[config.mk]
export PLATFORM = sky130hd
export DESIGN_NAME = tof_trigger_seq
export DESIGN_NICKNAME = d
export VERILOG_FILES = /design/src/rtl/tof_trig_pkg.sv /design/src/rtl/trig_window_cmp.sv /design/src/rtl/tof_trigger_seq.sv
export SDC_FILE = /design/constraint.sdc
export NUM_CORES = 1
export LEC_CHECK = 0
export ABC_CLOCK_PERIOD_IN_PS = 9300
export CORE_UTILIZATION = 30
export DETAILED_ROUTE_END_ITERATION = 6
export SYNTH_ARGS = -nofsm -noshare
export SYNTH_HDL_FRONTEND = slang
export SYNTH_HIERARCHICAL = 1
export SYNTH_SLANG_ARGS = --single-unit
[constraint.sdc]
create_clock -name rxclk -period 9.3 [get_ports rxclk]
set_input_delay 0.93 -clock rxclk [delete_from_list [all_inputs] [get_ports rxclk]]
set_output_delay 0.93 -clock rxclk [all_outputs]
set_load 0.03 [all_outputs]
[src/rtl/tof_trig_pkg.sv]
// Shared definitions for the time-of-flight trigger sequencer:
// state encoding, Q16.16 one-cycle step, default sample width and
// a saturating counter helper.
package tof_trig_pkg;

    localparam int ADC_DATA_WIDTH_DEF = 16;

    // One cycle expressed in Q16.16
    localparam logic signed [31:0] Q16_ONE = 32'sh0001_0000;

    typedef enum logic [2:0] {
        ST_IDLE   = 3'd0,
        ST_ARMING = 3'd1,
        ST_WAIT   = 3'd2,
        ST_HOLD   = 3'd3,
        ST_DELAY  = 3'd4,
        ST_FIRE   = 3'd5,
        ST_DONE   = 3'd6
    } state_t;

    // Increment that sticks at all-ones instead of wrapping
    function automatic logic [31:0] sat_inc32(input logic [31:0] value);
        sat_inc32 = (value == 32'hFFFF_FFFF) ? value : value + 32'd1;
    endfunction

endpackage

[src/rtl/trig_window_cmp.sv]
// Per-channel sample-pair sum register and signed window compare.
// The sum carries one extra bit so two full-scale samples never overflow;
// the levels are doubled to match the scale of a two-sample sum.
module trig_window_cmp #(
    parameter int DW = 16
) (
    input  logic            clk,
    input  logic            rst,
    input  logic            en,
    input  logic [2*DW-1:0] data,
    input  logic [2*DW-1:0] level,
    output logic            hit
);

    logic signed [DW:0] sum_r;
    logic signed [DW:0] sum_next_s;
    logic signed [DW:0] upper_s;
    logic signed [DW:0] lower_s;

    // Sign-extended sum of the two samples and the doubled window edges
    always_comb begin
        sum_next_s = $signed({data[DW-1], data[DW-1:0]})
                   + $signed({data[2*DW-1], data[2*DW-1:DW]});
        upper_s    = $signed({level[2*DW-1:DW], 1'b0});
        lower_s    = $signed({level[DW-1:0], 1'b0});
    end

    // Sum register, loaded only while the channel is enabled
    always_ff @(posedge clk) begin
        if (rst) begin
            sum_r <= {(DW+1){1'b0}};
        end else if (en) begin
            sum_r <= sum_next_s;
        end
    end

    assign hit = (sum_r > upper_s) || (sum_r < lower_s);

endmodule

[src/rtl/tof_trigger_seq.sv]
// Multi-stage time-of-flight trigger sequencer. Each stage waits for a
// window hit on its selected channel; the time between the stage-0 and
// final-stage hits scales a Q16.16 delay after which one trigger pulse
// is emitted.
// Optional build macro TOF_TRIG_TIMEOUT_EN adds the timeout_cycles port
// and aborts a post-stage-0 WAIT that lasts too long.
module tof_trigger_seq
    import tof_trig_pkg::*;
#(
    parameter int NUM_CH         = 4,
    parameter int NUM_STAGES     = 3,
    parameter int ADC_DATA_WIDTH = ADC_DATA_WIDTH_DEF,
    parameter int CH_W           = $clog2(NUM_CH)
) (
    input  logic                       rxclk,
    input  logic                       rst,
    input  logic [NUM_CH*32-1:0]       adc_data,
    input  logic [NUM_CH-1:0]          adc_enable,
    input  logic                       trig_enable,
    input  logic [NUM_CH*32-1:0]       trig_level,
    input  logic [NUM_STAGES*CH_W-1:0] stage_ch,
    input  logic [31:0]                init_delay,
    input  logic [31:0]                hold_cycles,
    input  logic signed [31:0]         param_mul,
    input  logic signed [31:0]         param_off,
    input  logic                       rearm,
`ifdef TOF_TRIG_TIMEOUT_EN
    input  logic [31:0]                timeout_cycles,
`endif
    output logic                       trig_out,
    output logic [31:0]                pulse_tof,
    output logic [7:0]                 detect_pls,
    output logic [15:0]                event_cnt
);

    localparam int IDX_W = $clog2(NUM_STAGES);
    localparam logic [IDX_W-1:0] IDX_ZERO = {IDX_W{1'b0}};
    localparam logic [IDX_W-1:0] LAST_IDX = IDX_W'(NUM_STAGES - 1);

    state_t             state_r;
    logic [31:0]        hold_cnt_r;
    logic [IDX_W-1:0]   idx_r;
    logic signed [31:0] acc_r;
    logic [31:0]        cyc_r;
    logic signed [31:0] dly_r;
`ifdef TOF_TRIG_TIMEOUT_EN
    logic [31:0]        wait_cnt_r;
`endif

    logic [NUM_CH-1:0]  hits_s;
    logic [CH_W-1:0]    sel_s;
    logic               hit_sel_s;
    logic signed [31:0] acc_step_s;
    logic [31:0]        cyc_step_s;

    for (genvar k = 0; k < NUM_CH; k++) begin : g_ch
        trig_window_cmp #(
            .DW (ADC_DATA_WIDTH)
        ) u_cmp (
            .clk   (rxclk),
            .rst   (rst),
            .en    (adc_enable[k]),
            .data  (adc_data[32*k +: 2*ADC_DATA_WIDTH]),
            .level (trig_level[32*k +: 2*ADC_DATA_WIDTH]),
            .hit   (hits_s[k])
        );
    end

    // Channel watched by the current stage; selectors past NUM_CH match nothing
    always_comb begin
        sel_s     = {CH_W{1'b0}};
        hit_sel_s = 1'b0;
        for (int s = 0; s < NUM_STAGES; s++) begin
            sel_s = (idx_r == IDX_W'(s)) ? stage_ch[s*CH_W +: CH_W] : sel_s;
        end
        for (int k = 0; k < NUM_CH; k++) begin
            hit_sel_s = (sel_s == CH_W'(k)) ? hits_s[k] : hit_sel_s;
        end
        acc_step_s = acc_r + param_mul;
        cyc_step_s = sat_inc32(cyc_r);
    end

    // Sequencer: every HOLD and post-stage-0 WAIT cycle, the final WAIT
    // cycle included, adds one step, so pulse_tof equals the cycle distance
    // between the stage-0 and final-stage detections.
    always_ff @(posedge rxclk) begin
        if (rst) begin
            state_r    <= ST_IDLE;
            hold_cnt_r <= 32'd0;
            idx_r      <= IDX_ZERO;
            acc_r      <= 32'sd0;
            cyc_r      <= 32'd0;
            dly_r      <= 32'sd0;
            trig_out   <= 1'b0;
            pulse_tof  <= 32'hFFFF_FFFF;
            detect_pls <= 8'h00;
            event_cnt  <= 16'h0000;
`ifdef TOF_TRIG_TIMEOUT_EN
            wait_cnt_r <= 32'd0;
`endif
        end else if (!trig_enable) begin
            state_r       <= ST_IDLE;
            trig_out      <= 1'b0;
            detect_pls[0] <= 1'b0;
        end else begin
            trig_out <= 1'b0;
            case (state_r)
                ST_IDLE: begin
                    state_r    <= ST_ARMING;
                    hold_cnt_r <= init_delay;
                    idx_r      <= IDX_ZERO;
                    detect_pls <= 8'h01;
                end
                ST_ARMING: begin
                    if (hold_cnt_r == 32'd0) begin
                        state_r       <= ST_WAIT;
                        detect_pls[0] <= 1'b0;
`ifdef TOF_TRIG_TIMEOUT_EN
                        wait_cnt_r    <= 32'd0;
`endif
                    end else begin
                        hold_cnt_r <= hold_cnt_r - 32'd1;
                    end
                end
                ST_WAIT: begin
                    if (idx_r != IDX_ZERO) begin
                        acc_r <= acc_step_s;
                        cyc_r <= cyc_step_s;
                    end
                    if (hit_sel_s) begin
                        if (idx_r == IDX_ZERO) begin
                            acc_r         <= 32'sd0;
                            cyc_r         <= 32'd0;
                            detect_pls[1] <= 1'b1;
                            state_r       <= ST_HOLD;
                            hold_cnt_r    <= hold_cycles;
                        end else if (idx_r == LAST_IDX) begin
                            detect_pls[NUM_STAGES] <= 1'b1;
                            pulse_tof  <= cyc_step_s;
                            acc_r      <= acc_step_s + param_off;
                            dly_r      <= 32'sd0;
                            state_r    <= ST_DELAY;
                        end else begin
                            detect_pls <= detect_pls | (8'h02 << idx_r);
                            state_r    <= ST_HOLD;
                            hold_cnt_r <= hold_cycles;
                        end
                    end
`ifdef TOF_TRIG_TIMEOUT_EN
                    else if ((idx_r != IDX_ZERO) && (wait_cnt_r >= timeout_cycles)) begin
                        state_r    <= ST_ARMING;
                        hold_cnt_r <= init_delay;
                        idx_r      <= IDX_ZERO;
                        detect_pls <= 8'h01;
                    end else begin
                        wait_cnt_r <= wait_cnt_r + 32'd1;
                    end
`else
                    else begin
                        state_r <= ST_WAIT;
                    end
`endif
                end
                ST_HOLD: begin
                    acc_r <= acc_step_s;
                    cyc_r <= cyc_step_s;
                    if (hold_cnt_r == 32'd0) begin
                        state_r    <= ST_WAIT;
                        idx_r      <= idx_r + IDX_W'(1);
`ifdef TOF_TRIG_TIMEOUT_EN
                        wait_cnt_r <= 32'd0;
`endif
                    end else begin
                        hold_cnt_r <= hold_cnt_r - 32'd1;
                    end
                end
                ST_DELAY: begin
                    if (dly_r >= acc_r) begin
                        state_r       <= ST_FIRE;
                        trig_out      <= 1'b1;
                        detect_pls[7] <= 1'b1;
                        event_cnt     <= event_cnt + 16'd1;
                    end else begin
                        dly_r <= dly_r + Q16_ONE;
                    end
                end
                ST_FIRE: begin
                    if (rearm) begin
                        state_r    <= ST_ARMING;
                        hold_cnt_r <= init_delay;
                        idx_r      <= IDX_ZERO;
                        detect_pls <= 8'h01;
                    end else begin
                        state_r <= ST_DONE;
                    end
                end
                ST_DONE: begin
                    state_r <= ST_DONE;
                end
                default: begin
                    state_r <= ST_IDLE;
                end
            endcase
        end
    end

endmodule

Yosys cells after proc, flatten, opt, wreduce, memory -nomap -nowiden --
Cells that the tools add are included.
Word-level totals: input bits 398, flip-flop bits (word level) 258, output and inout port bits 57, logic and storage cells 150
Operators by class: bitwise logic cells 4, multiplexer cells 52, add/sub/neg operators 11, shifts and indexed selects 1, reductions and logical operators 31, equal/unequal tests 24, magnitude comparators 9
Operator list (number):
- 2-to-1 mux 32 bit | 17
- one-hot mux 32 bit (2 select lines) | 3
- one-hot mux 32 bit (4 select lines) | 1
- adder 16 x 16 -> 17 bit | 4
- greater-than comparator 17 bit | 4
- < comparator 17 bit | 4
- adder 32 bit | 2
- adder 32 x 1 -> 32 bit (second input constant) | 1
- adder 32 x 18 -> 32 bit (second input constant) | 1
- equality test 32 bit (second input constant) | 1
- greater-or-equal comparator 32 bit | 1
- logical NOT 32 bit | 1
- subtractor 32 x 1 -> 32 bit (second input constant) | 1
- AND reduction 6 bit | 4
- 2-to-1 mux 3 bit | 7
- != test 2 bit (second input constant) | 10
- one-hot mux 3 bit (6 select lines) | 1
- one-hot mux 6 bit (3 select lines) | 1
- adder 16 x 1 -> 16 bit (second input constant) | 1
- 2-to-1 mux 8 bit | 2
- AND reduction 5 bit | 3
- nonzero test 4 bit | 3
- 2-to-1 mux 1 bit | 10
- 2-to-1 mux 2 bit | 5
- 26 further kinds | 44

Depth between registers and ports, before layout --
Gate-level depths: netlist of the first run.
depth in word-level cells 11, gate-level depth with buffers 21

By module --
The synthesis of the first run kept the hierarchy.
Modules (own cells, without submodules):
- tof_trigger_seq | sequential area each 3443.3 um2, area an instance 12898.6 um2, instances 1, cells an instance 1711
- trig_window_cmp (g_ch[0].u_cmp ...) | sequential area each 340.3 um2, area an instance 2175.8 um2, instances 2, cells an instance 268
- trig_window_cmp (g_ch[3].u_cmp) | sequential area each 340.3 um2, area an instance 2192.1 um2, instances 1, cells an instance 283
- trig_window_cmp (g_ch[2].u_cmp) | sequential area each 340.3 um2, area an instance 2162.1 um2, instances 1, cells an instance 276

Least setup slack after synthesis of the first run --
OpenSTA, ideal clock, no wires.
path kind input to register, start input port param_mul[0], end register acc_r[29], data arrival time 5099 ps, setup time 86 ps, stages 20, path slack 4116 ps, data required time 9214 ps, path through ha_1 > fa_1 > a21oi_1 > o21ai_0 > a211oi_1 > nor3_1 > o21a_1 > o41a_1 > xor2_1 > ha_1 > a21oi_1 > o21ai_0 > a211oi_1 > o21ai_0 > nor4_1 > o31ai_1 > and3_1 > a2111oi_0 > nor3_1 > a211oi_1
Between the ends: longest elaborated chain between the ends 6
RTL lines:
- start, declared | line tof_trigger_seq.sv:24 | input logic signed [31:0] param_mul,
- adder 32 bit * | line tof_trigger_seq.sv:79 | acc_step_s = acc_r + param_mul;
- adder 32 bit / 2-to-1 mux 32 bit (equally long branches) | line tof_trigger_seq.sv:140, tof_trigger_seq.sv:126
- 2-to-1 mux 32 bit | line tof_trigger_seq.sv:137 | end else if (idx_r == LAST_IDX) begin
- 2-to-1 mux 32 bit | line tof_trigger_seq.sv:131 | if (idx_r == IDX_ZERO) begin
- 2-to-1 mux 32 bit | line tof_trigger_seq.sv:130 | if (hit_sel_s) begin
- one-hot mux 32 bit (2 select lines) * | line tof_trigger_seq.sv:107 | case (state_r)
- end signal, assigned | line tof_trigger_seq.sv:127 | acc_r <= acc_step_s;
- end signal, assigned | line tof_trigger_seq.sv:140 | acc_r <= acc_step_s + param_off;
- end signal, assigned | line tof_trigger_seq.sv:165 | acc_r <= acc_step_s;
- end, declared | line tof_trigger_seq.sv:43 | logic signed [31:0] acc_r;
Mark *: on every way between the ends. The rest lies on a longest branch, timed or not. A chain may end at the register's enable or synchronous reset.

Worst setup path in the final report of the first run --
Ends and elaborated chain as after synthesis.

==> results.md, run 1 <==
- Status: finished, final reports clean
- TritonCTS buffer count: 34
- Core Footprint: 0.0714 mm^2
- Int Pwr: 2.36 mW
- Vias per inst: 5.22
- Final std cells w/o fill: 4179
- Dpl cells: 4111
- Area share of fa/ha/maj cells after synthesis: 0.168
- Worst setup SP type: primary input
- CTS tree: built
- First-pass DRT Iterations: 7
- Tcrit/Tclk final: 0.655
- Final Wtd Congestion: 0.906
- Yosys cell types: 106
- Die Area: 0.0731 mm^2
- Slew @ Worst Pin: 1.10 ns
- Largest net degree at the start of global routing: 85
- Final setup viols: 0
- Initial antenna violation count: 12
- Leakage Power: 12.2 nW
- Sequential power share: 0.325
- Comb power frac: 0.268
- Synth warn: 6
- Crit path kind: in -> reg
- GRT Total Usage: 0.205
- Die Y: 270 um
- Complex-gate fraction of the synthesized area: 0.263
- Worst EP arrival: 6.57 ns
- Post-CTS Setup Bufs: 0
- Leading cell type in the layout, fill and taps excluded: clkdlybuf4s50_1
- Finished Core Util: 0.396
- Io pins: 455
- Final WL: 77000 um
- GR Overflow Total: 0
- Asr flop ratio synth: 0
- EDFF count, synth: 0
- XOR/XNOR Fraction of Synth Area: 0.0604
- Worst hold path type: reg -> reg
- Hold Fails Final Rpt: 0
- Per-cell routed wire length: 18.4 um
- Dominant synthesized flop cell: dfxtp_1
- Max clock buf depth: 3
- First DRT Iteration DRCs: 1506
- Seq cells post-synth: 240
- Simple logic cell fraction of the synthesized area: 0.210
- PD cells: 121 mW/mm^2
- First-pass GRT wire length: 120000 um
- Cell count after synthesis: 2806
- # DRC: 0
- Worst slew margin: 0.262
- Max frequency: 0.164 GHz
- Net Sw Power: 1.06 mW
- Final min period: 6.09 ns
- Worst-path fanout max: 6
- Unrepaired setup endpoints after global routing: false
- Hpwl dp: 61000 um
- Cts repair resizes: 0
- Initial Util: 0.303
- CTS Sinks: 240
- Hold-fix buffers, CTS: 0
- Share of cells above drive strength 1: 0.0469
- Slew Limit Fails: 0
- Later-pin clock latency in the skew report: 0.57 ns
- Clock skew: 0.0267 ns
- Via count: 21800
- Clk slew on worst S/H paths: 0.06 ns
- VDD IR max: 0.0948 mV
- Multiplexer area fraction after synthesis: 0.0200
- Antenna viol nets, final: 0
- Sequential area share after synthesis: 0.222
- Die Wd: 270 um
- Vias in the first global route: 20700
- I/O Buffers: 452
- MaxCap Viol Count: 0
- Root Driver: clkbuf_16
- Highest-count cells in the layout ignoring fill and taps: clkdlybuf4s50_1, nor2_1, ha_1, a21oi_1, dfxtp_1
- Setup TNS Final: 0 ns
- Nets: 3881
- P&R area growth vs syn: 30.7%
- CTS H-tree lvls: 2
- Clock power frac: 0.407
- Post-synthesis cell area: 0.0216 mm^2
- Largest family of logic cells by synthesized area: compound AO/OA/AOI/OAI gates
- Switching Share: 0.311
- Core Rows: 98
- Critical Path RT: 9.78 ns
- Avg Synthesized Cell Area: 7.70 um^2
- CP endpoint kind: flop
## synth_stat cells, drive strengths merged (41+ instances only)
cell | n | area (um^2)
nand3 | 68 | 350
o211ai | 46 | 345
nor3 | 50 | 260
nor2 | 298 | 1120
dfxtp | 240 | 4800
a21oi | 249 | 1270
clkbuf | 103 | 387
ha | 280 | 3500
xnor2 | 73 | 639
nand4 | 44 | 275
nand2 | 233 | 877
xor2 | 76 | 666
a21o | 85 | 639
o21ai | 170 | 885
inv | 191 | 717
mux2i | 41 | 410
## power groups by stage
stage | registers (mW) | logic [mW] | clock network, mW
3_3_place_gp | 1.13 | 0.907 | 0
3_5_place_dp | 1.13 | 0.910 | 0
4_1_cts | 1.11 | 0.916 | 1.44
6_report | 1.11 | 0.918 | 1.39
5_1_grt | 1.12 | 1.02 | 1.47
2_1_floorplan | 1.12 | 0.569 | 0
## cell type report
type	instances	area [um^2]
fill	7358	43100
multi-input combinational	2253	15600
tap	950	1190
antenna	7	17.5
sequential	240	4800
clock inverter	19	253
timing repair buffer	476	4710
inverter	192	721
clock buffer	42	941
## logic make-up (layout without fill, tap and decap cells)
group,count (synthesis),count (layout)
compound gates,851,851
other cells,1,9
xor+xnor,149,149
buf+inv,314,729
flops,240,240
fa+ha+maj,286,286
simple gates,922,922
mux,43,43
## layer usage
metal / wire length [um] / global-route usage / vias to the layer above
li1: - / - / 11000
met1: 35900 / 0.278 / 10200
met2: 35200 / 0.338 / 540
met3: 4610 / 0.0349 / 77
met4: 1250 / 0.0458 / 10
met5: 69 / 0 / -
## worst max-delay path, cell delays in order
cell             delay (ns)
clkdlybuf4s50_1        0.41
ha_1                   0.25
fa_1                   0.41
a21oi_1                0.19
o21ai_0                0.22
a211oi_1               0.49
nor3_1                 0.11
o21a_1                 0.20
o41a_1                 0.33
xor2_1                 0.21
ha_1                   0.33
a21oi_1                0.16
o21ai_0                0.13
a211oi_1               0.23
o21ai_0                0.24
nor4_1                 0.33
o31ai_1                0.19
and3_1                 0.19
a2111oi_0              0.64
nor3_1                 0.14
a211oi_1               0.22
## sequential cells by signal (all words and copies together), names as in the netlist, 6 cells and up
register / cells
detect_pls: 6
pulse_tof: 32
g_ch.u_cmp/sum_r: 68
hold_cnt_r: 32
event_cnt: 16
dly_r: 16
acc_r: 32
cyc_r: 32
## per-stage QoR
stage	total power [mW]	setup WS, ns	area (um^2)	hold WS, ns
after floorplan	1.69	4.12	21600	0.444
after global placement	2.04	2.86	27000	0.457
after detailed placement	2.04	2.76	27000	0.460
after CTS	3.46	3.32	28200	0.473
after global routing	3.61	2.78	28200	0.497
final	3.42	3.21	28200	0.475
## final timing paths
path	from	end	slack (ns)	depth (start not counted)
max	param_mul[0]	acc_r[29]	3.21	21
min	hold_cnt_r[30]	hold_cnt_r[30]	0.48	2
max reg2reg	acc_r[0]	acc_r[29]	3.62	20
min reg2reg	hold_cnt_r[30]	hold_cnt_r[30]	0.48	2
No activity file was read; power rests on OpenSTA's default activity.
==> inputs of run 2 (changes only) <==
--- a/config.mk
+++ b/config.mk
@@ -5,7 +5,7 @@
 export SDC_FILE = /design/constraint.sdc
 export NUM_CORES = 1
 export LEC_CHECK = 0
-export ABC_CLOCK_PERIOD_IN_PS = 9300
+export ABC_CLOCK_PERIOD_IN_PS = 5600
 export CORE_UTILIZATION = 30
 export DETAILED_ROUTE_END_ITERATION = 6
 export SYNTH_ARGS = -nofsm -noshare
==> constraint.sdc (replaced) <==
create_clock -name rxclk -period 5.6 [get_ports rxclk]
set_input_delay 0.56 -clock rxclk [delete_from_list [all_inputs] [get_ports rxclk]]
set_output_delay 0.56 -clock rxclk [all_outputs]
set_load 0.03 [all_outputs]
==> run 2 against run 1 <==
Effect of this change: the flow now finishes with violations (DRC); clock skew decreased by 0.016 ns; critical endpoint unchanged; sequential share of layout area decreased by 0.24 points; clock power increased by 68%; highest routed layer unchanged; critical path type is now reg -> reg; core utilization increased by 0.57 points; non-clock buffer count increased by 47; largest cell class unchanged; via count increased by 0.92%; design area increased by 1.4%; total power increased by 68%.
==> results.md, run 2 (same netlist as run 1, synthesis figures left out) <==
- Status: finished with violations
- Failing checks: DRC
- Vias in the first global route: 20900 (+0.80%)
- # DRC: 2 (+2)
- CTS H-tree lvls: 1 (-1)
- VDD IR max: 0.247 mV (+160%)
- Clk slew on worst S/H paths: 0.06 ns (about the same)
- Unrepaired setup endpoints after global routing: false
- First DRT Iteration DRCs: 1599 (+6.2%)
- Crit path kind: reg -> reg
- Hpwl dp: 61100 um (+0.29%)
- CP peak stage delay: 0.41 ns (-0.23 ns)
- CTS Sinks: 240 (unchanged)
- Core Rows: 98 (unchanged)
- Root Driver: clkbuf_16
- Slew Limit Fails: 0 (unchanged)
- Finished Core Util: 0.401 (+0.00573)
- CP Cell Sequence: ha_1, fa_1, a21oi_1, o21ai_1, a211oi_2, buf_4, o21bai_1, a31oi_1, buf_4, xnor2_1, ha_1, nand3_1, nor4_1, buf_4, nor4_1, o31ai_1, and3_1, a2111oi_0, buf_4, o211a_1, a211oi_1
- Leakage Power: 12.4 nW (+2.0%)
- Worst-path fanout max: 5 (-1)
- Tcrit/Tclk final: 0.915
- Slowest stage cell, crit path: ha_1
- Leading cell type in the layout, fill and taps excluded: clkdlybuf4s50_1
- Via count: 22000 (+0.92%)
- Final min period: 5.13 ns
- Max clock buf depth: 3 (unchanged)
- Nets: 3925 (+1.1%)
- First-pass GRT wire length: 119000 um (-0.17%)
- Core Footprint: 0.0714 mm^2 (unchanged)
- Final setup viols: 0 (unchanged)
- Share of cells above drive strength 1: 0.0594 (+0.0125)
- Clock skew: 0.0108 ns (-0.0159 ns)
- Later-pin clock latency in the skew report: 0.61 ns (+0.04 ns)
- Max frequency: 0.195 GHz
- Pwr Total: 5.75 mW (+68%)
- Die Wd: 270 um (unchanged)
- MaxCap Viol Count: 0 (unchanged)
- P&R area growth vs syn: 32.6%
- Reg with most FFs: g_ch.u_cmp/sum_r
- Worst setup SP type: flop
- Antenna viol nets, final: 0 (unchanged)
- Final Wtd Congestion: 0.929 (+2.5%)
- Max FFs per register: 68 (unchanged)
- Critical Path RT: 6.13 ns (-3.65 ns)
- Post-CTS Setup Bufs: 0 (unchanged)
- Initial Util: 0.303 (unchanged)
- Die Area: 0.0731 mm^2 (unchanged)
- CTS tree: built
- Vias per inst: 5.21 (-0.30%)
- Slew @ Worst Pin: 1.05 ns (-0.0571 ns)
- Io pins: 455 (unchanged)
- Die Y: 270 um (unchanged)
- Setup TNS Final: 0 ns (unchanged)
- Largest net degree at the start of global routing: 93 (+9.4%)
- Worst hold slack: 0.345 ns (-0.130 ns)
- Final std cells w/o fill: 4230 (+1.2%)
- Hold Fails Final Rpt: 0 (unchanged)
- Worst slew margin: 0.300 (+0.0382)
- Worst hold path type: in -> reg
- First-pass DRT Iterations: 7 (unchanged)
- Final WL: 77200 um (+0.27%)
- Worst EP arrival: 5.66 ns (-0.91 ns)
- TritonCTS buffer count: 31 (-8.8%)
- Dpl cells: 4158 (+1.1%)
- Highest-count cells in the layout ignoring fill and taps: clkdlybuf4s50_1, nor2_1, ha_1, a21oi_1, dfxtp_1
- Most frequent CP cell: buf_4
- CP endpoint kind: flop
- Per-cell routed wire length: 18.3 um (-0.94%)
- Initial antenna violation count: 17 (+5)
- PD cells: 201 mW/mm^2 (+66%)
- GRT Total Usage: 0.204 (-0.000913)
- I/O Buffers: 452 (unchanged)
- GR Overflow Total: 0 (unchanged)
[run 2: stage by stage]
step,cell area (um^2),setup WS [ns]
after floorplan,21600,0.786
after global placement,27400,-0.232
after detailed placement,27400,-0.179
after CTS,28600,0.416
after global routing,28600,0.0639
final,28600,0.475
[run 2: area by class of cell]
class                      count  area (um^2)
clock inverter                15          282
tap                          950         1190
sequential                   240         4800
antenna                       14         35.0
inverter                     192          721
timing repair buffer         523         5100
clock buffer                  43          911
multi-input combinational   2253        15600
fill                        7422        42700
[run 2: layer usage]
metal  GRT usage  vias up  share of wire
met1       0.281    10300           0.46
li1            -    11100              -
met4      0.0590        6          0.021
met5           0        -        0.00045
met3      0.0337       80          0.061
met2       0.326      568           0.45
[run 2: power breakdown]
| part | switching, mW | total [mW] | internal, mW |
|---|---|---|---|
| clock network | 0.882 | 2.34 | 1.46 |
| logic | 0.795 | 1.56 | 0.763 |
| registers | 0.0688 | 1.85 | 1.78 |
[run 2: repair_timing]
item / CTS / global route
endpoints found under the setup margin: 0 / 2
hold buffers: 0 / 0
resized for setup: 0 / 2
[run 2: worst paths after layout]
check	start	end	slack, ns	cells past startpoint
worst max-delay path	acc_r[0]	acc_r[29]	0.47	21
worst min-delay path	rst	acc_r[16]	0.35	2
worst max register to register	acc_r[0]	acc_r[29]	0.47	21
worst min register to register	pulse_tof[28]	pulse_tof[28]	0.47	2
[run 2: critical path, delay by kind of cell, from the launching register on]
family                   cells  cell delay [ns]
AND/OR/NAND/NOR              4             0.84
buffers and inverters        4             0.70
AO/OA/AOI/OAI                9             2.01
adder cells (fa/ha/maj)      3             1.03
XOR/XNOR                     1             0.10
flip-flops                   1             0.36
==> inputs of run 3 (changes only) <==
--- a/config.mk
+++ b/config.mk
@@ -7,6 +7,7 @@
 export LEC_CHECK = 0
 export ABC_CLOCK_PERIOD_IN_PS = 5600
 export CORE_UTILIZATION = 30
+export CTS_CLUSTER_SIZE = 14
 export DETAILED_ROUTE_END_ITERATION = 6
 export SYNTH_ARGS = -nofsm -noshare
 export SYNTH_HDL_FRONTEND = slang
==> results of run 3 <==
The final DEF is identical to that of run 2; final timing and power are the same.
